**src/rtl/ifetch_queue_pkg.sv**
```systemverilog
// ifetch_queue_pkg: shared configuration for the instruction fetch queue.
//   IFQ_DEPTH      default queue depth / outstanding request limit
//   IFQ_NOP        canonical RISC-V NOP (addi x0, x0, 0) for bench use
//   ifq_entry_t    {pc, ir} pair stored in the instruction queue
//   ifq_word_align clears the byte-offset bits of an address
package ifetch_queue_pkg;

  localparam int          IFQ_DEPTH = 4;
  localparam logic [31:0] IFQ_NOP   = 32'h0000_0013;

  typedef struct packed {
    logic [31:0] pc;
    logic [31:0] ir;
  } ifq_entry_t;

  function automatic logic [31:0] ifq_word_align(input logic [31:0] addr);
    return {addr[31:2], 2'b00};
  endfunction

endpackage

```
**src/rtl/ifetch_queue_fifo.sv**
```systemverilog
// ifq_fifo: parameterised synchronous FIFO with push/pop/flush.
//   CLK, RST     clock, asynchronous active-high reset
//   push/push_data  write request and data
//   pop          remove the head entry (ignored when empty)
//   flush        empty the FIFO; wins over push/pop in the same cycle
//   head_data    current head entry (register output)
//   full/empty/count  occupancy status
// A push while full is accepted when a pop happens in the same cycle.
module ifq_fifo #(
  parameter int WIDTH = 32,
  parameter int DEPTH = 4
) (
  input  logic                   CLK,
  input  logic                   RST,
  input  logic                   push,
  input  logic [WIDTH-1:0]       push_data,
  input  logic                   pop,
  input  logic                   flush,
  output logic [WIDTH-1:0]       head_data,
  output logic                   full,
  output logic                   empty,
  output logic [$clog2(DEPTH):0] count
);

  localparam int            PW       = $clog2(DEPTH);
  localparam int            CW       = PW + 1;
  localparam logic [PW-1:0] PTR_ONE  = PW'(1);
  localparam logic [CW-1:0] CNT_ONE  = CW'(1);
  localparam logic [CW-1:0] CNT_FULL = CW'(DEPTH);

  logic [WIDTH-1:0] mem_q [DEPTH];
  logic [WIDTH-1:0] mem_d [DEPTH];
  logic [PW-1:0]    wr_ptr_q, wr_ptr_d;
  logic [PW-1:0]    rd_ptr_q, rd_ptr_d;
  logic [CW-1:0]    count_q, count_d;
  logic             do_push_s;
  logic             do_pop_s;

  assign full      = (count_q == CNT_FULL);
  assign empty     = (count_q == {CW{1'b0}});
  assign count     = count_q;
  assign head_data = mem_q[rd_ptr_q];

  // Qualify push/pop against occupancy.
  always_comb begin
    do_pop_s  = pop && !empty;
    do_push_s = push && (!full || do_pop_s);
  end

  // Next-state for storage, pointers and occupancy.
  always_comb begin
    mem_d    = mem_q;
    wr_ptr_d = wr_ptr_q;
    rd_ptr_d = rd_ptr_q;
    count_d  = count_q;
    if (flush) begin
      wr_ptr_d = {PW{1'b0}};
      rd_ptr_d = {PW{1'b0}};
      count_d  = {CW{1'b0}};
    end else begin
      if (do_push_s) begin
        mem_d[wr_ptr_q] = push_data;
        wr_ptr_d        = wr_ptr_q + PTR_ONE;
      end else begin
        wr_ptr_d = wr_ptr_q;
      end
      if (do_pop_s) begin
        rd_ptr_d = rd_ptr_q + PTR_ONE;
      end else begin
        rd_ptr_d = rd_ptr_q;
      end
      case ({do_push_s, do_pop_s})
        2'b10:   count_d = count_q + CNT_ONE;
        2'b01:   count_d = count_q - CNT_ONE;
        default: count_d = count_q;
      endcase
    end
  end

  // State registers.
  always_ff @(posedge CLK or posedge RST) begin
    if (RST) begin
      for (int i = 0; i < DEPTH; i++) begin
        mem_q[i] <= {WIDTH{1'b0}};
      end
      wr_ptr_q <= {PW{1'b0}};
      rd_ptr_q <= {PW{1'b0}};
      count_q  <= {CW{1'b0}};
    end else begin
      mem_q    <= mem_d;
      wr_ptr_q <= wr_ptr_d;
      rd_ptr_q <= rd_ptr_d;
      count_q  <= count_d;
    end
  end

endmodule

```
**src/rtl/ifetch_queue.sv**
```systemverilog
// ifetch_queue: instruction fetch front end.
// Issues word-aligned requests to a pipelined instruction memory, queues the
// returned words in order and hands {PC, IR} pairs to decode via IF_VALID /
// IF_READY. REDIR flushes the queue, restarts fetch at REDIR_PC and marks every
// response still in flight for discard.
//   CLK, RST                          clock, asynchronous active-high reset
//   IM_REQ, IM_ADDR, IM_GNT           request channel (word address)
//   IM_RVALID, IM_RDATA               in-order response channel
//   IF_VALID, IF_PC, IF_IR, IF_READY  decode handshake
//   REDIR, REDIR_PC                   redirect from execute
// Build option: IFQ_BYPASS_EN -- when the queue is empty and nothing is being
// discarded, a response is presented to decode in the same cycle. Without it,
// every IF_* output comes from the queue head registers.
module ifetch_queue
  import ifetch_queue_pkg::*;
#(
  parameter int          DEPTH    = IFQ_DEPTH,
  parameter logic [31:0] RESET_PC = 32'h0000_0000
) (
  input  logic        CLK,
  input  logic        RST,
  output logic        IM_REQ,
  output logic [29:0] IM_ADDR,
  input  logic        IM_GNT,
  input  logic        IM_RVALID,
  input  logic [31:0] IM_RDATA,
  output logic        IF_VALID,
  output logic [31:0] IF_PC,
  output logic [31:0] IF_IR,
  input  logic        IF_READY,
  input  logic        REDIR,
  input  logic [31:0] REDIR_PC
);

  localparam int             CW         = $clog2(DEPTH) + 1;
  localparam int             SW         = CW + 1;
  localparam logic [CW-1:0]  CNT_ONE    = CW'(1);
  localparam logic [CW-1:0]  CNT_ZERO   = CW'(0);
  localparam logic [SW-1:0]  CREDIT_MAX = SW'(DEPTH);

  logic [31:0]   fpc_q, fpc_d;
  logic [CW-1:0] inflight_q, inflight_d;
  logic [CW-1:0] drop_q, drop_d;

  logic          grant_s;
  logic          resp_s;
  logic          drop_hit_s;
  logic          dq_push_s;
  logic          dq_pop_s;
  logic [SW-1:0] credit_sum_s;

  logic [31:0]   tag_head_s;
  logic          tag_full_s;
  logic          tag_empty_s;
  logic [CW-1:0] tag_count_s;

  ifq_entry_t    dq_head_s;
  ifq_entry_t    dq_push_data_s;
  logic          dq_full_s;
  logic          dq_empty_s;
  logic [CW-1:0] dq_count_s;

`ifdef IFQ_BYPASS_EN
  logic          byp_s;
`endif

  logic          unused_ok_s;
  assign unused_ok_s = ^{tag_full_s, tag_empty_s, tag_count_s, dq_full_s, REDIR_PC[1:0]};

  // Per-request PC tags, written on grant and consumed by every response
  // (including discarded ones) so tags stay aligned with the memory pipeline.
  ifq_fifo #(
    .WIDTH(32),
    .DEPTH(DEPTH)
  ) u_tag_fifo (
    .CLK      (CLK),
    .RST      (RST),
    .push     (grant_s),
    .push_data(fpc_q),
    .pop      (resp_s),
    .flush    (1'b0),
    .head_data(tag_head_s),
    .full     (tag_full_s),
    .empty    (tag_empty_s),
    .count    (tag_count_s)
  );

  // Instruction queue of {pc, ir} pairs; a redirect empties it.
  ifq_fifo #(
    .WIDTH(64),
    .DEPTH(DEPTH)
  ) u_data_fifo (
    .CLK      (CLK),
    .RST      (RST),
    .push     (dq_push_s),
    .push_data(dq_push_data_s),
    .pop      (dq_pop_s),
    .flush    (REDIR),
    .head_data(dq_head_s),
    .full     (dq_full_s),
    .empty    (dq_empty_s),
    .count    (dq_count_s)
  );

  // A request is only issued when a queue slot is reserved for its response.
  assign credit_sum_s = {1'b0, dq_count_s} + {1'b0, inflight_q};
  assign IM_REQ       = !RST && !REDIR && (credit_sum_s < CREDIT_MAX);
  assign IM_ADDR      = fpc_q[31:2];

  // Handshake decode for the memory and queue channels.
  always_comb begin
    grant_s        = IM_REQ && IM_GNT;
    // A response with nothing outstanding is a protocol error and is ignored.
    resp_s         = IM_RVALID && (inflight_q != CNT_ZERO);
    drop_hit_s     = resp_s && (drop_q != CNT_ZERO);
    dq_push_data_s = '{pc: tag_head_s, ir: IM_RDATA};
    dq_pop_s       = !dq_empty_s && IF_READY;
`ifdef IFQ_BYPASS_EN
    byp_s          = (dq_count_s == CNT_ZERO) && (drop_q == CNT_ZERO) && !REDIR && resp_s;
    // A bypassed word taken by decode this cycle never enters the queue.
    dq_push_s      = resp_s && !drop_hit_s && !REDIR && !(byp_s && IF_READY);
`else
    dq_push_s      = resp_s && !drop_hit_s && !REDIR;
`endif
  end

`ifdef IFQ_BYPASS_EN
  assign IF_VALID = byp_s || !dq_empty_s;
  assign IF_PC    = byp_s ? tag_head_s : dq_head_s.pc;
  assign IF_IR    = byp_s ? IM_RDATA   : dq_head_s.ir;
`else
  assign IF_VALID = !dq_empty_s;
  assign IF_PC    = dq_head_s.pc;
  assign IF_IR    = dq_head_s.ir;
`endif

  // Next fetch PC: redirect wins, otherwise advance by one word per grant.
  always_comb begin
    if (REDIR) begin
      fpc_d = ifq_word_align(REDIR_PC);
    end else if (grant_s) begin
      fpc_d = fpc_q + 32'd4;
    end else begin
      fpc_d = fpc_q;
    end
  end

  // Outstanding-request and discard counters.
  always_comb begin
    case ({grant_s, resp_s})
      2'b10:   inflight_d = inflight_q + CNT_ONE;
      2'b01:   inflight_d = inflight_q - CNT_ONE;
      default: inflight_d = inflight_q;
    endcase
    // drop_q never exceeds inflight_q, so on a redirect every request still
    // outstanding after this cycle's response becomes a discard.
    if (REDIR) begin
      drop_d = resp_s ? (inflight_q - CNT_ONE) : inflight_q;
    end else if (drop_hit_s) begin
      drop_d = drop_q - CNT_ONE;
    end else begin
      drop_d = drop_q;
    end
  end

  // State registers.
  always_ff @(posedge CLK or posedge RST) begin
    if (RST) begin
      fpc_q      <= ifq_word_align(RESET_PC);
      inflight_q <= CNT_ZERO;
      drop_q     <= CNT_ZERO;
    end else begin
      fpc_q      <= fpc_d;
      inflight_q <= inflight_d;
      drop_q     <= drop_d;
    end
  end

endmodule

```
**config.mk**
```make
export PLATFORM = sky130hd
export DESIGN_NAME = ifetch_queue
export DESIGN_NICKNAME = d
export VERILOG_FILES = /design/src/rtl/ifetch_queue_pkg.sv /design/src/rtl/ifetch_queue_fifo.sv /design/src/rtl/ifetch_queue.sv
export SDC_FILE = /design/constraint.sdc
export NUM_CORES = 1
export LEC_CHECK = 0
export BUFFER_PORTS_ARGS = -buffer_cell sky130_fd_sc_hd__buf_2
export CORE_MARGIN = 5
export CORE_UTILIZATION = 30
export CTS_BUF_LIST = sky130_fd_sc_hd__clkbuf_16
export DETAILED_ROUTE_END_ITERATION = 8
export PLACE_DENSITY = 0.49
export RECOVER_POWER = 50
export SLEW_MARGIN = 10
export SYNTH_ARGS = -nofsm -noshare
export SYNTH_HDL_FRONTEND = slang
export SYNTH_HIERARCHICAL = 1
export SYNTH_SLANG_ARGS = --single-unit
```
**constraint.sdc**
```tcl
create_clock -name CLK -period 14.51 [get_ports CLK]
set_input_delay 2.902 -clock CLK [delete_from_list [all_inputs] [get_ports CLK]]
set_output_delay 2.902 -clock CLK [all_outputs]
set_load 0.02 [all_outputs]
```
==> tab_implementation.tex, run 1 <==
\begin{tabular}{lr}
\hline
Metric & Value \\
\hline
\multicolumn{2}{l}{\textbf{Min path}} \\
\quad Min-Delay Endpoint & u\_data\_fifo/mem\_q[17] \\
\quad Path type of the worst min-delay path & reg -> reg \\
\quad Hold-critical path depth & 1 \\
\quad Worst Hold Launch & u\_data\_fifo/mem\_q[17] \\
\multicolumn{2}{l}{\textbf{Cells and area}} \\
\quad Total Nets Final & 1583 \\
\quad Share of layout cells above drive strength 1 & 35.10\% \\
\quad Fill cell total of the finished layout & 6728 \\
\quad Footprint of the flip-flops and latches & 10870 um2 \\
\quad Layout overhead on the synthesized area & 14.26\% \\
\quad Total area of multi-input combinational cells & 9278 um2 \\
\multicolumn{2}{l}{\textbf{STA}} \\
\quad Count of pins over their slew limit & 367 \\
\quad Min Hold Slack & 0.4773 ns \\
\quad Max Clk Rate & 0.1264 GHz \\
\quad Setup TNS & 0 ns \\
\quad Worst rel slew slack & -231.8\% \\
\quad Fin crit share & 54.52\% \\
\quad Endpoints failing hold & 0 \\
\quad Worst clock skew on the final layout & 0.02287 ns \\
\quad Unrepaired setup endpoints after global routing & no \\
\quad Transition at the pin with the smallest max-transition slack & 4.949 ns \\
\quad Final critical path time including I/O delays and setup & 7.910 ns \\
\quad Final setup violation count & 0 \\
\multicolumn{2}{l}{\textbf{Synthesis}} \\
\quad Syn Std Cell Area & 20930 um2 \\
\quad Avg Inst Size Synth & 15.66 um2 \\
\quad Synth warnings & 6 \\
\quad Syn Inst Count & 1337 \\
\multicolumn{2}{l}{\textbf{Setup path}} \\
\quad Worst reg2reg startpoint & inflight\_q[0] \\
\quad Cell type of the slowest stage on the worst timing path & clkbuf\_1 \\
\quad Worst endpoint required time & 14.23 ns \\
\quad Most frequent cell on the critical path & clkbuf\_1 \\
\quad Endpoint arrival time on the critical path & 7.63 ns \\
\quad Maximum fanout count along the critical path & 76 \\
\quad Series of cell instances along the critical path & clkbuf\_1 -> clkinvlp\_2 -> clkbuf\_1 \\
\quad Crit-path max cell delay & 2.95 ns \\
\quad Reg2reg setup slack & 9.37 ns \\
\quad Cells on worst reg2reg path & 11 \\
\quad CP Launch Type & input port \\
\quad Sum of buffers and inverters on the critical path & 3 \\
\quad Type of the setup path with the least slack & in -> async \\
\quad Cell family with the largest share of critical-path delay & buffers and inverters \\
\quad Critical Path End Type & async pin \\
\quad Capturing point of the worst reg2reg path & u\_data\_fifo/mem\_q[37] \\
\multicolumn{2}{l}{\textbf{Global route}} \\
\quad All-Layer GR Usage & 13.12\% \\
\quad Wire length of the first global-routing pass & 77.95 mm \\
\quad Total global routing overflow & 0 \\
\quad Antenna violations before repair & 0 \\
\quad Largest net degree at the start of global routing & 109 \\
\quad Vias in the first global route & 12723 \\
\multicolumn{2}{l}{\textbf{Floorplanning}} \\
\quad Io pins & 166 \\
\quad Die outline area & 75150 um2 \\
\quad Die Width & 274.1 um \\
\quad Height of the die & 274.1 um \\
\quad Effective utilization at floorplan & 30.36\% \\
\quad Row Count & 96 \\
\quad Core Region & 68950 um2 \\
\multicolumn{2}{l}{\textbf{Routing}} \\
\quad Via-to-Cell Ratio & 4.773 \\
\quad Number of remaining DRC errors & 0 \\
\quad Routed Wire Length & 49.45 mm \\
\quad ANT nets after route & 0 \\
\quad Drt wl/cell & 20.09 um \\
\quad Count of routing violations after the opening detailed-route iteration & 618 \\
\quad Total number of vias & 11750 \\
\quad Drt pass-1 iters & 4 \\
\multicolumn{2}{l}{\textbf{Clock tree}} \\
\quad Master cell of the clock root buffer & clkbuf\_16 \\
\quad Post-CTS Repair Setup Buffers & 0 \\
\quad Number of hold-repair buffers added at the cts stage & 0 \\
\quad Clock tree from TritonCTS & done \\
\quad Number of buffers between clock root and the deepest sink & 3 \\
\quad Clock Sinks & 434 \\
\quad Cts repair resizes & 0 \\
\quad Clock slew at the register clock pins of the worst setup and hold paths & 0.05 ns \\
\quad Max H-tree Level & 2 \\
\quad Clock insertion delay at the later pin of the skew report & 0.58 ns \\
\quad CTS buffer count & 51 \\
\multicolumn{2}{l}{\textbf{Place}} \\
\quad Quantity of I/O buffers inserted on ports & 163 \\
\quad Hpwl dp & 30.73 mm \\
\quad Final RePlAce weighted congestion & 0.7431 \\
\multicolumn{2}{l}{\textbf{Power and ir drop}} \\
\quad Lkg Pwr & 11.55 nW \\
\quad VDD IR max & 0.06903 mV \\
\quad Power per cell area & 149.4 nW/um2 \\
\multicolumn{2}{l}{\textbf{Run}} \\
\quad Maximum Capacitance Violations & 6 \\
\multicolumn{2}{l}{\textbf{Outcome}} \\
\quad Result of the run & complete, but fails checks \\
\quad Violated checks & capacitance limit, slew limit \\
\hline
\end{tabular}
==> flip-flops by register name, summed over array words and instances, names as in the netlist <==
signal / cells
drop_q: 3
fpc_q: 30
inflight_q: 3
u_data_fifo/count: 3
u_data_fifo/mem_q: 256
u_data_fifo/rd_ptr_q: 2
u_data_fifo/wr_ptr_q: 2
u_tag_fifo/count: 3
u_tag_fifo/mem_q: 128
u_tag_fifo/rd_ptr_q: 2
u_tag_fifo/wr_ptr_q: 2
==> area by class of cell <==
cell class	count	share of cell area [%]
inverter	23	0.3714
timing repair buffer	185	3.908
antenna	1	0.01046
multi-input combinational	799	38.79
tap	931	4.871
clock inverter	38	1.266
sequential	434	45.45
clock buffer	51	5.336
==> per-stage QoR <==
stage | util (%) | area (um2) | total power, mW | cells | setup slack (ns)
finish | 34.69 | 23920 | 3.573 | 2462 | 6.600
global placement | 32.52 | 22420 | 2.362 | 2371 | 7.892
CTS | 34.81 | 24000 | 3.651 | 2460 | 7.894
detailed placement | 32.52 | 22420 | 2.387 | 2371 | 7.893
global route | 34.69 | 23910 | 3.765 | 2461 | 5.318
floorplan | - | 20960 | 2.105 | 1345 | 4.368
==> how the worst max path moves through the flow <==
stage / start / endpoint / slack, ns / cells past startpoint
after floorplan: RST / u_data_fifo/count[0] / 4.37 / 1
after global placement: REDIR / IM_REQ / 7.89 / 4
after detailed placement: REDIR / IM_REQ / 7.89 / 4
after CTS: REDIR / IM_REQ / 7.89 / 4
after global routing: RST / u_tag_fifo/mem_q[10] / 5.32 / 3
final: RST / u_tag_fifo/mem_q[43] / 6.60 / 3
==> worst register-to-register path, stage by stage (launching register included) <==
cell	delay [ns]
dfrtp_1	0.42
inv_1	0.10
ha_1	0.20
ha_1	0.18
nor2b_1	0.10
clkbuf_1	0.70
nor4b_1	0.32
clkbuf_1	0.51
nor4bb_1	0.29
clkbuf_1	0.90
buf_4	0.85
mux2_1	0.42
==> power breakdown <==
part | total [mW] | leakage, nW | switching (mW) | internal (mW)
registers | 1.51 | 5.88 | 0.132 | 1.37
logic | 0.840 | 4.86 | 0.415 | 0.425
clock network | 1.23 | 0.801 | 0.504 | 0.723
==> placed cells by master (no fill, tap or decap), types with 7 or more instances in the layout <==
cell and n:
dfrtp_1 431, mux2_1 188, mux2_4 180, buf_2 137, mux4_2 96, clkbuf_16 51
nand2_1 42, nor2_1 42, o21ai_0 35, clkbuf_1 33, inv_1 28, nand3_1 18
mux2_2 18, a21oi_1 17, ha_1 17, nand4_1 15, buf_4 14, clkinv_1 13
o211ai_1 12, clkinv_2 9, conb_1 9, o311ai_0 8, a31oi_1 7
==> metal layers <==
metal	track usage, %	vias up	wire (um)
met2	21.04	221	22690
met5	0	-	0
li1	-	5275	-
met3	2.538	59	2130
met4	3.106	0	903
met1	18.48	6195	23730
(Power assumes the default switching activity.)
==> inputs of run 2 (changes only) <==
--- a/config.mk
+++ b/config.mk
@@ -5,12 +5,13 @@
 export SDC_FILE = /design/constraint.sdc
 export NUM_CORES = 1
 export LEC_CHECK = 0
+export ABC_AREA = 1
 export BUFFER_PORTS_ARGS = -buffer_cell sky130_fd_sc_hd__buf_2
 export CORE_MARGIN = 5
 export CORE_UTILIZATION = 30
 export CTS_BUF_LIST = sky130_fd_sc_hd__clkbuf_16
 export DETAILED_ROUTE_END_ITERATION = 8
-export PLACE_DENSITY = 0.49
+export PLACE_DENSITY = 0.5
 export RECOVER_POWER = 50
 export SLEW_MARGIN = 10
 export SYNTH_ARGS = -nofsm -noshare
==> constraint.sdc (replaced) <==
create_clock -name CLK -period 7 [get_ports CLK]
set_input_delay 1.4 -clock CLK [delete_from_list [all_inputs] [get_ports CLK]]
set_output_delay 1.4 -clock CLK [all_outputs]
set_load 0.02 [all_outputs]
==> tab_implementation.tex, run 2 <==
\begin{tabular}{lr}
\hline
Metric & Value \\
\hline
\multicolumn{2}{l}{\textbf{Setup path}} \\
\quad Endpoint arrival time on the critical path & 3.59 ns (-4.04 ns) \\
\quad Worst reg2reg startpoint & inflight\_q[0] \\
\quad Type of the setup path with the least slack & in -> out \\
\quad CP Launch Type & input port \\
\quad Worst endpoint required time & 5.60 ns (-8.63 ns) \\
\quad Cell family with the largest share of critical-path delay & buffers and inverters \\
\quad Crit-path max cell delay & 1.46 ns (-1.49 ns) \\
\quad Capturing point of the worst reg2reg path & u\_data\_fifo/mem\_q[164] \\
\quad Maximum fanout count along the critical path & 41 (-46\%) \\
\quad Levels on crit path & 6 (+3) \\
\quad Critical Path End Type & primary output \\
\quad Sum of buffers and inverters on the critical path & 3 (unchanged) \\
\quad Cells on worst reg2reg path & 13 (+2) \\
\quad Launching element of the worst setup path & REDIR \\
\quad Cell type of the slowest stage on the worst timing path & clkbuf\_1 \\
\quad Reg2reg setup slack & 3.03 ns (-6.34 ns) \\
\quad Series of cell instances along the critical path & clkbuf\_1 -> clkbuf\_1 -> nor2\_1 -> nand2\_1 -> nor2\_1 -> buf\_2 \\
\quad CP endpoint & IM\_REQ \\
\multicolumn{2}{l}{\textbf{Routing}} \\
\quad Via-to-Cell Ratio & 4.957 (+3.9\%) \\
\quad Routed Wire Length & 68.57 mm (+39\%) \\
\quad Drt wl/cell & 17.96 um (-11\%) \\
\quad ANT nets after route & 0 (unchanged) \\
\quad Count of routing violations after the opening detailed-route iteration & 1144 (+85\%) \\
\quad Drt pass-1 iters & 5 (+1) \\
\quad Total number of vias & 18932 (+61\%) \\
\quad Number of remaining DRC errors & 0 (unchanged) \\
\multicolumn{2}{l}{\textbf{Global route}} \\
\quad Antenna violations before repair & 0 (unchanged) \\
\quad Vias in the first global route & 18781 (+48\%) \\
\quad Wire length of the first global-routing pass & 108.2 mm (+39\%) \\
\quad All-Layer GR Usage & 17.20\% (+4.1 points) \\
\quad Largest net degree at the start of global routing & 135 (+24\%) \\
\quad Total global routing overflow & 0 (unchanged) \\
\multicolumn{2}{l}{\textbf{Clock tree}} \\
\quad Number of hold-repair buffers added at the cts stage & 0 (unchanged) \\
\quad Post-CTS Repair Setup Buffers & 0 (unchanged) \\
\quad CTS buffer count & 50 (-2.0\%) \\
\quad Clock tree from TritonCTS & done \\
\quad Clock slew at the register clock pins of the worst setup and hold paths & 0.06 ns (about the same) \\
\quad Max H-tree Level & 2 (unchanged) \\
\quad Number of buffers between clock root and the deepest sink & 3 (unchanged) \\
\quad Clock insertion delay at the later pin of the skew report & 0.60 ns (+0.02 ns) \\
\quad Master cell of the clock root buffer & clkbuf\_16 \\
\quad Clock Sinks & 434 (unchanged) \\
\quad Cts repair resizes & 0 (unchanged) \\
\multicolumn{2}{l}{\textbf{STA}} \\
\quad Setup TNS & 0 ns (unchanged) \\
\quad Count of pins over their slew limit & 397 (+8.2\%) \\
\quad Worst clock skew on the final layout & 0.01878 ns (-0.004090 ns) \\
\quad Unrepaired setup endpoints after global routing & no \\
\quad Endpoints failing hold & 0 (unchanged) \\
\quad Fin crit share & 71.26\% \\
\quad Minimum setup slack in the final design & 2.012 ns (-4.588 ns) \\
\quad Transition at the pin with the smallest max-transition slack & 3.485 ns (-1.464 ns) \\
\quad Worst rel slew slack & -132.4\% (+99 points) \\
\quad Final critical path time including I/O delays and setup & 4.988 ns \\
\quad Max Clk Rate & 0.2005 GHz \\
\quad Final setup violation count & 0 (unchanged) \\
\multicolumn{2}{l}{\textbf{Power and ir drop}} \\
\quad VDD IR max & 0.2294 mV (+230\%) \\
\quad Power per cell area & 327.3 nW/um2 (+120\%) \\
\quad Power, Total & 7.915 mW (+120\%) \\
\quad Lkg Pwr & 12.84 nW (+11\%) \\
\multicolumn{2}{l}{\textbf{Place}} \\
\quad Worst setup slack after placement & 2.442 ns (-5.451 ns) \\
\quad Placed Cells & 3729 (+57\%) \\
\quad Hpwl dp & 39.01 mm (+27\%) \\
\quad Quantity of I/O buffers inserted on ports & 163 (unchanged) \\
\quad Final RePlAce weighted congestion & 0.7936 (+6.8\%) \\
\multicolumn{2}{l}{\textbf{Floorplanning}} \\
\quad Effective utilization at floorplan & 30.27\% (-0.093 points) \\
\quad Core Region & 71490 um2 (+3.7\%) \\
\quad Row Count & 98 (+2.1\%) \\
\quad Io pins & 166 (unchanged) \\
\quad Height of the die & 278.6 um (+1.6\%) \\
\quad Die outline area & 77590 um2 (+3.2\%) \\
\quad Die Width & 278.6 um (+1.6\%) \\
\multicolumn{2}{l}{\textbf{Synthesis}} \\
\quad Syn Std Cell Area & 21640 um2 (+3.4\%) \\
\quad Avg Inst Size Synth & 7.822 um2 (-50\%) \\
\quad Syn Inst Count & 2766 (+110\%) \\
\quad Synth warnings & 6 (unchanged) \\
\multicolumn{2}{l}{\textbf{Cells and area}} \\
\quad Largest register by flop count & u\_data\_fifo/mem\_q \\
\quad Largest registers ranked by flip-flop count & u\_data\_fifo/mem\_q x256, u\_tag\_fifo/mem\_q x128, fpc\_q x30 \\
\quad Layout overhead on the synthesized area & 11.77\% \\
\quad Fill cell total of the finished layout & 7598 (+13\%) \\
\quad Commonest cells after routing, fill and taps aside & nand2\_1, dfrtp\_1, o21ai\_1 \\
\quad Total area of multi-input combinational cells & 9340 um2 (+0.67\%) \\
\quad Core occupancy in the finished layout & 33.83\% (-0.86 points) \\
\quad Final Non-Filler Cells & 3819 (+55\%) \\
\quad \# diodes & 0 (-1) \\
\quad Footprint of the flip-flops and latches & 10870 um2 (about the same) \\
\quad Total Nets Final & 2920 (+84\%) \\
\quad Share of layout cells above drive strength 1 & 9.516\% (-26 points) \\
\quad Flip-flop count of the largest register after layout & 256 (unchanged) \\
\quad Leading cell type in the layout, fill and taps excluded & nand2\_1 \\
\multicolumn{2}{l}{\textbf{Run}} \\
\quad Maximum Capacitance Violations & 6 (unchanged) \\
\multicolumn{2}{l}{\textbf{Outcome}} \\
\quad Violated checks & capacitance limit, slew limit \\
\quad Result of the run & complete, but fails checks \\
\multicolumn{2}{l}{\textbf{Min path}} \\
\quad Worst Hold Launch & u\_data\_fifo/mem\_q[182] \\
\quad Path type of the worst min-delay path & reg -> reg \\
\hline
\end{tabular}
[run 2: through the flow]
stage                     instance area (um2)  hold WS, ns
final                                   24180       0.4715
after floorplan                         21680       0.4411
after global routing                    24180       0.4881
after CTS                               24250       0.4757
after global placement                  22800       0.4559
after detailed placement                22800       0.4631
[run 2: worst register-to-register path, cell delays in order, from the launching register on]
cell	delay, ns
dfrtp_1	0.46
inv_1	0.10
ha_1	0.22
ha_1	0.19
inv_1	0.05
nand2_1	0.08
nor3_1	0.66
nand2_2	0.17
nor2_4	0.20
inv_8	0.25
nor2_8	1.05
buf_4	0.35
nand2_1	0.07
nand2_1	0.08
[run 2: worst min path at each step]
stage | to | slack [ns] | depth (start not counted)
after global placement | u_data_fifo/mem_q[96] | 0.46 | 2
after CTS | u_tag_fifo/mem_q[64] | 0.48 | 2
after floorplan | u_data_fifo/mem_q[127] | 0.44 | 2
after detailed placement | u_data_fifo/mem_q[84] | 0.46 | 2
final | u_data_fifo/mem_q[182] | 0.47 | 2
after global routing | u_data_fifo/mem_q[101] | 0.49 | 2
[run 2: per-layer routing]
layer  track usage (%)  share of wire (%)
met5                 0                  0
met4             4.032                1.9
met3             2.600                5.6
met2             28.66                 47
met1             23.74                 45
[run 2: layout make-up]
class / count / area share (%)
Sequential cell: 434 / 44.93
Multi-Input combinational cell: 2065 / 38.62
Clock buffer: 51 / 5.277
Tap cell: 950 / 4.915
Timing Repair Buffer: 193 / 4.124
Inverter: 87 / 1.423
Clock inverter: 39 / 0.7088
[run 2: report_power, final]
group	leakage [nW]	internal [mW]	total [mW]	switching, mW
sequential	5.92	2.79	3.10	0.308
clock	0.768	1.31	2.37	1.06
combinational	6.15	0.702	2.45	1.75
total	12.8	4.80	7.91	3.12
==> inputs of run 3 (changes only) <==
==> constraint.sdc (replaced) <==
create_clock -name CLK -period 4.1 [get_ports CLK]
set_input_delay 0.82 -clock CLK [delete_from_list [all_inputs] [get_ports CLK]]
set_output_delay 0.82 -clock CLK [all_outputs]
set_load 0.02 [all_outputs]
==> tab_implementation.tex, run 3 (same netlist as run 2, synthesis figures left out) <==
\begin{tabular}{lr}
\hline
Metric & Value \\
\hline
\multicolumn{2}{l}{\textbf{Global route}} \\
\quad Grt peak-use layer & met2 \\
\quad Vias in the first global route & 18942 (+0.86\%) \\
\quad Antenna violations before repair & 1 (+1) \\
\quad Total global routing overflow & 0 (unchanged) \\
\quad All-Layer GR Usage & 17.09\% (-0.11 points) \\
\quad Global Route met1 Usage & 23.86\% (+0.12 points) \\
\quad Met2 usage & 28.02\% (-0.65 points) \\
\quad Largest net degree at the start of global routing & 174 (+29\%) \\
\quad Routing usage on met3 & 2.886\% (+0.29 points) \\
\quad Wire length of the first global-routing pass & 108.1 mm (-0.11\%) \\
\multicolumn{2}{l}{\textbf{Clock tree}} \\
\quad Number of buffers between clock root and the deepest sink & 3 (unchanged) \\
\quad Clock slew at the register clock pins of the worst setup and hold paths & 0.06 ns (about the same) \\
\quad CTS buffer count & 52 (+4.0\%) \\
\quad Clock Sinks & 434 (unchanged) \\
\quad Post-CTS Repair Setup Buffers & 0 (unchanged) \\
\quad Clock tree from TritonCTS & done \\
\quad Max H-tree Level & 2 (unchanged) \\
\quad Cts repair resizes & 0 (unchanged) \\
\quad Master cell of the clock root buffer & clkbuf\_16 \\
\quad Clock insertion delay at the later pin of the skew report & 0.59 ns (about the same) \\
\quad Number of hold-repair buffers added at the cts stage & 0 (unchanged) \\
\multicolumn{2}{l}{\textbf{Power and ir drop}} \\
\quad Power, Total & 13.91 mW (+76\%) \\
\quad VDD IR max & 0.3058 mV (+33\%) \\
\quad Lkg Pwr & 13.06 nW (+1.7\%) \\
\quad Power per cell area & 564.4 nW/um2 (+72\%) \\
\multicolumn{2}{l}{\textbf{Cells and area}} \\
\quad Leading cell type in the layout, fill and taps excluded & nand2\_1 \\
\quad Largest register by flop count & u\_data\_fifo/mem\_q \\
\quad Share of layout cells above drive strength 1 & 10.24\% (+0.72 points) \\
\quad Fill cell total of the finished layout & 7587 (-0.14\%) \\
\quad Commonest cells after routing, fill and taps aside & nand2\_1, dfrtp\_1, o21ai\_1 \\
\quad Layout overhead on the synthesized area & 13.86\% \\
\quad Final Non-Filler Cells & 3843 (+0.63\%) \\
\quad Flip-flop count of the largest register after layout & 256 (unchanged) \\
\quad Total Nets Final & 2943 (+0.79\%) \\
\quad Largest registers ranked by flip-flop count & u\_data\_fifo/mem\_q x256, u\_tag\_fifo/mem\_q x128, fpc\_q x30 \\
\quad Core occupancy in the finished layout & 34.46\% (+0.63 points) \\
\multicolumn{2}{l}{\textbf{Routing}} \\
\quad Number of remaining DRC errors & 0 (unchanged) \\
\quad Routed Wire Length & 68.17 mm (-0.58\%) \\
\quad Via-to-Cell Ratio & 4.900 (-1.2\%) \\
\quad Drt pass-1 iters & 5 (unchanged) \\
\quad Drt wl/cell & 17.74 um (-1.2\%) \\
\quad ANT nets after route & 0 (unchanged) \\
\quad Total number of vias & 18831 (-0.53\%) \\
\quad Count of routing violations after the opening detailed-route iteration & 1387 (+21\%) \\
\multicolumn{2}{l}{\textbf{Floorplanning}} \\
\quad Io pins & 166 (unchanged) \\
\quad Effective utilization at floorplan & 30.27\% (unchanged) \\
\quad Die Width & 278.6 um (unchanged) \\
\quad Die outline area & 77590 um2 (unchanged) \\
\quad Row Count & 98 (unchanged) \\
\quad Height of the die & 278.6 um (unchanged) \\
\quad Core Region & 71490 um2 (unchanged) \\
\multicolumn{2}{l}{\textbf{Run}} \\
\quad Maximum Capacitance Violations & 4 (-2) \\
\multicolumn{2}{l}{\textbf{Place}} \\
\quad Worst setup slack after placement & 1.111 ns (-1.331 ns) \\
\quad Final RePlAce weighted congestion & 0.7818 (-1.5\%) \\
\quad Quantity of I/O buffers inserted on ports & 163 (unchanged) \\
\quad Placed Cells & 3750 (+0.56\%) \\
\quad Hpwl dp & 40.78 mm (+4.5\%) \\
\multicolumn{2}{l}{\textbf{STA}} \\
\quad Final setup violation count & 0 (unchanged) \\
\quad Endpoints failing hold & 0 (unchanged) \\
\quad Final critical path time including I/O delays and setup & 3.485 ns \\
\quad Max Clk Rate & 0.2869 GHz \\
\quad Unrepaired setup endpoints after global routing & no \\
\quad Transition at the pin with the smallest max-transition slack & 2.153 ns (-1.332 ns) \\
\quad Worst rel slew slack & -43.52\% (+89 points) \\
\quad Count of pins over their slew limit & 136 (-66\%) \\
\quad Worst clock skew on the final layout & 0.02305 ns (+0.004268 ns) \\
\quad Minimum setup slack in the final design & 0.6148 ns (-1.397 ns) \\
\quad Fin crit share & 85.01\% \\
\multicolumn{2}{l}{\textbf{Setup path}} \\
\quad Maximum fanout count along the critical path & 173 (+320\%) \\
\quad Worst endpoint required time & 4.57 ns (-1.03 ns) \\
\quad Type of the setup path with the least slack & reg -> reg \\
\quad Endpoint arrival time on the critical path & 3.96 ns (+0.37 ns) \\
\quad CP Launch Type & register \\
\quad Critical Path End Type & register \\
\multicolumn{2}{l}{\textbf{Min path}} \\
\quad Path type of the worst min-delay path & in -> reg \\
\multicolumn{2}{l}{\textbf{Outcome}} \\
\quad Result of the run & complete, but fails checks \\
\quad Violated checks & capacitance limit, slew limit \\
\hline
\end{tabular}
-- run 3: final cells by class --
class,instances,area (um2),area share (%)
tap,950,1189,4.825
inverter,87,342.8,1.392
clock buffer,52,1301,5.282
sequential,434,10870,44.11
clock inverter,40,325.3,1.321
antenna,1,2.502,0.01016
multi-input combinational,2065,9323,37.84
timing repair buffer,214,1286,5.221
-- run 3: final timing paths --
| path | slack, ns | from | endpoint | depth (start not counted) |
|---|---|---|---|---|
| min reg2reg | 0.47 | u_tag_fifo/mem_q[41] | u_tag_fifo/mem_q[41] | 2 |
| min | 0.45 | REDIR_PC[10] | fpc_q[10] | 3 |
| max in group asynchronous | 1.28 | RST | u_data_fifo/mem_q[205] | 3 |
| max | 0.61 | inflight_q[0] | u_data_fifo/mem_q[235] | 13 |
| max reg2reg | 0.61 | inflight_q[0] | u_data_fifo/mem_q[235] | 13 |
| min in group asynchronous | 0.66 | RST | u_tag_fifo/mem_q[57] | 2 |
-- run 3: layer usage --
layer / up-vias / wire, um
li1: 9234 / -
met1: 9004 / 31440
met2: 511 / 31850
met3: 82 / 3678
met4: 0 / 1201
met5: - / 0
-- run 3: worst max-delay path, cell delays in order, from the launching register on --
cell and delay (ns):
dfrtp_1 0.46, inv_1 0.09, ha_1 0.23, ha_1 0.19, inv_1 0.05, nand2_1 0.07, nor3_1 0.22, clkbuf_1 0.28
nand2_2 0.10, nor2_1 0.38, inv_8 0.29, buf_12 0.34, o21ai_1 0.32, nand2_1 0.07
-- run 3: power by group --
part	total, mW	internal [mW]	switching (mW)
clock network	4.43	2.60	1.82
registers	5.21	4.76	0.449
logic	4.27	1.23	3.04
-- run 3: stage by stage --
stage               instance area, um2  setup TNS, ns  hold WS, ns
floorplan                        21680         -49.85       0.4411
global placement                 23110              0       0.4558
detailed placement               23110              0       0.4633
CTS                              24740              0       0.4127
global route                     24630              0       0.4214
finish                           24630              0       0.4470
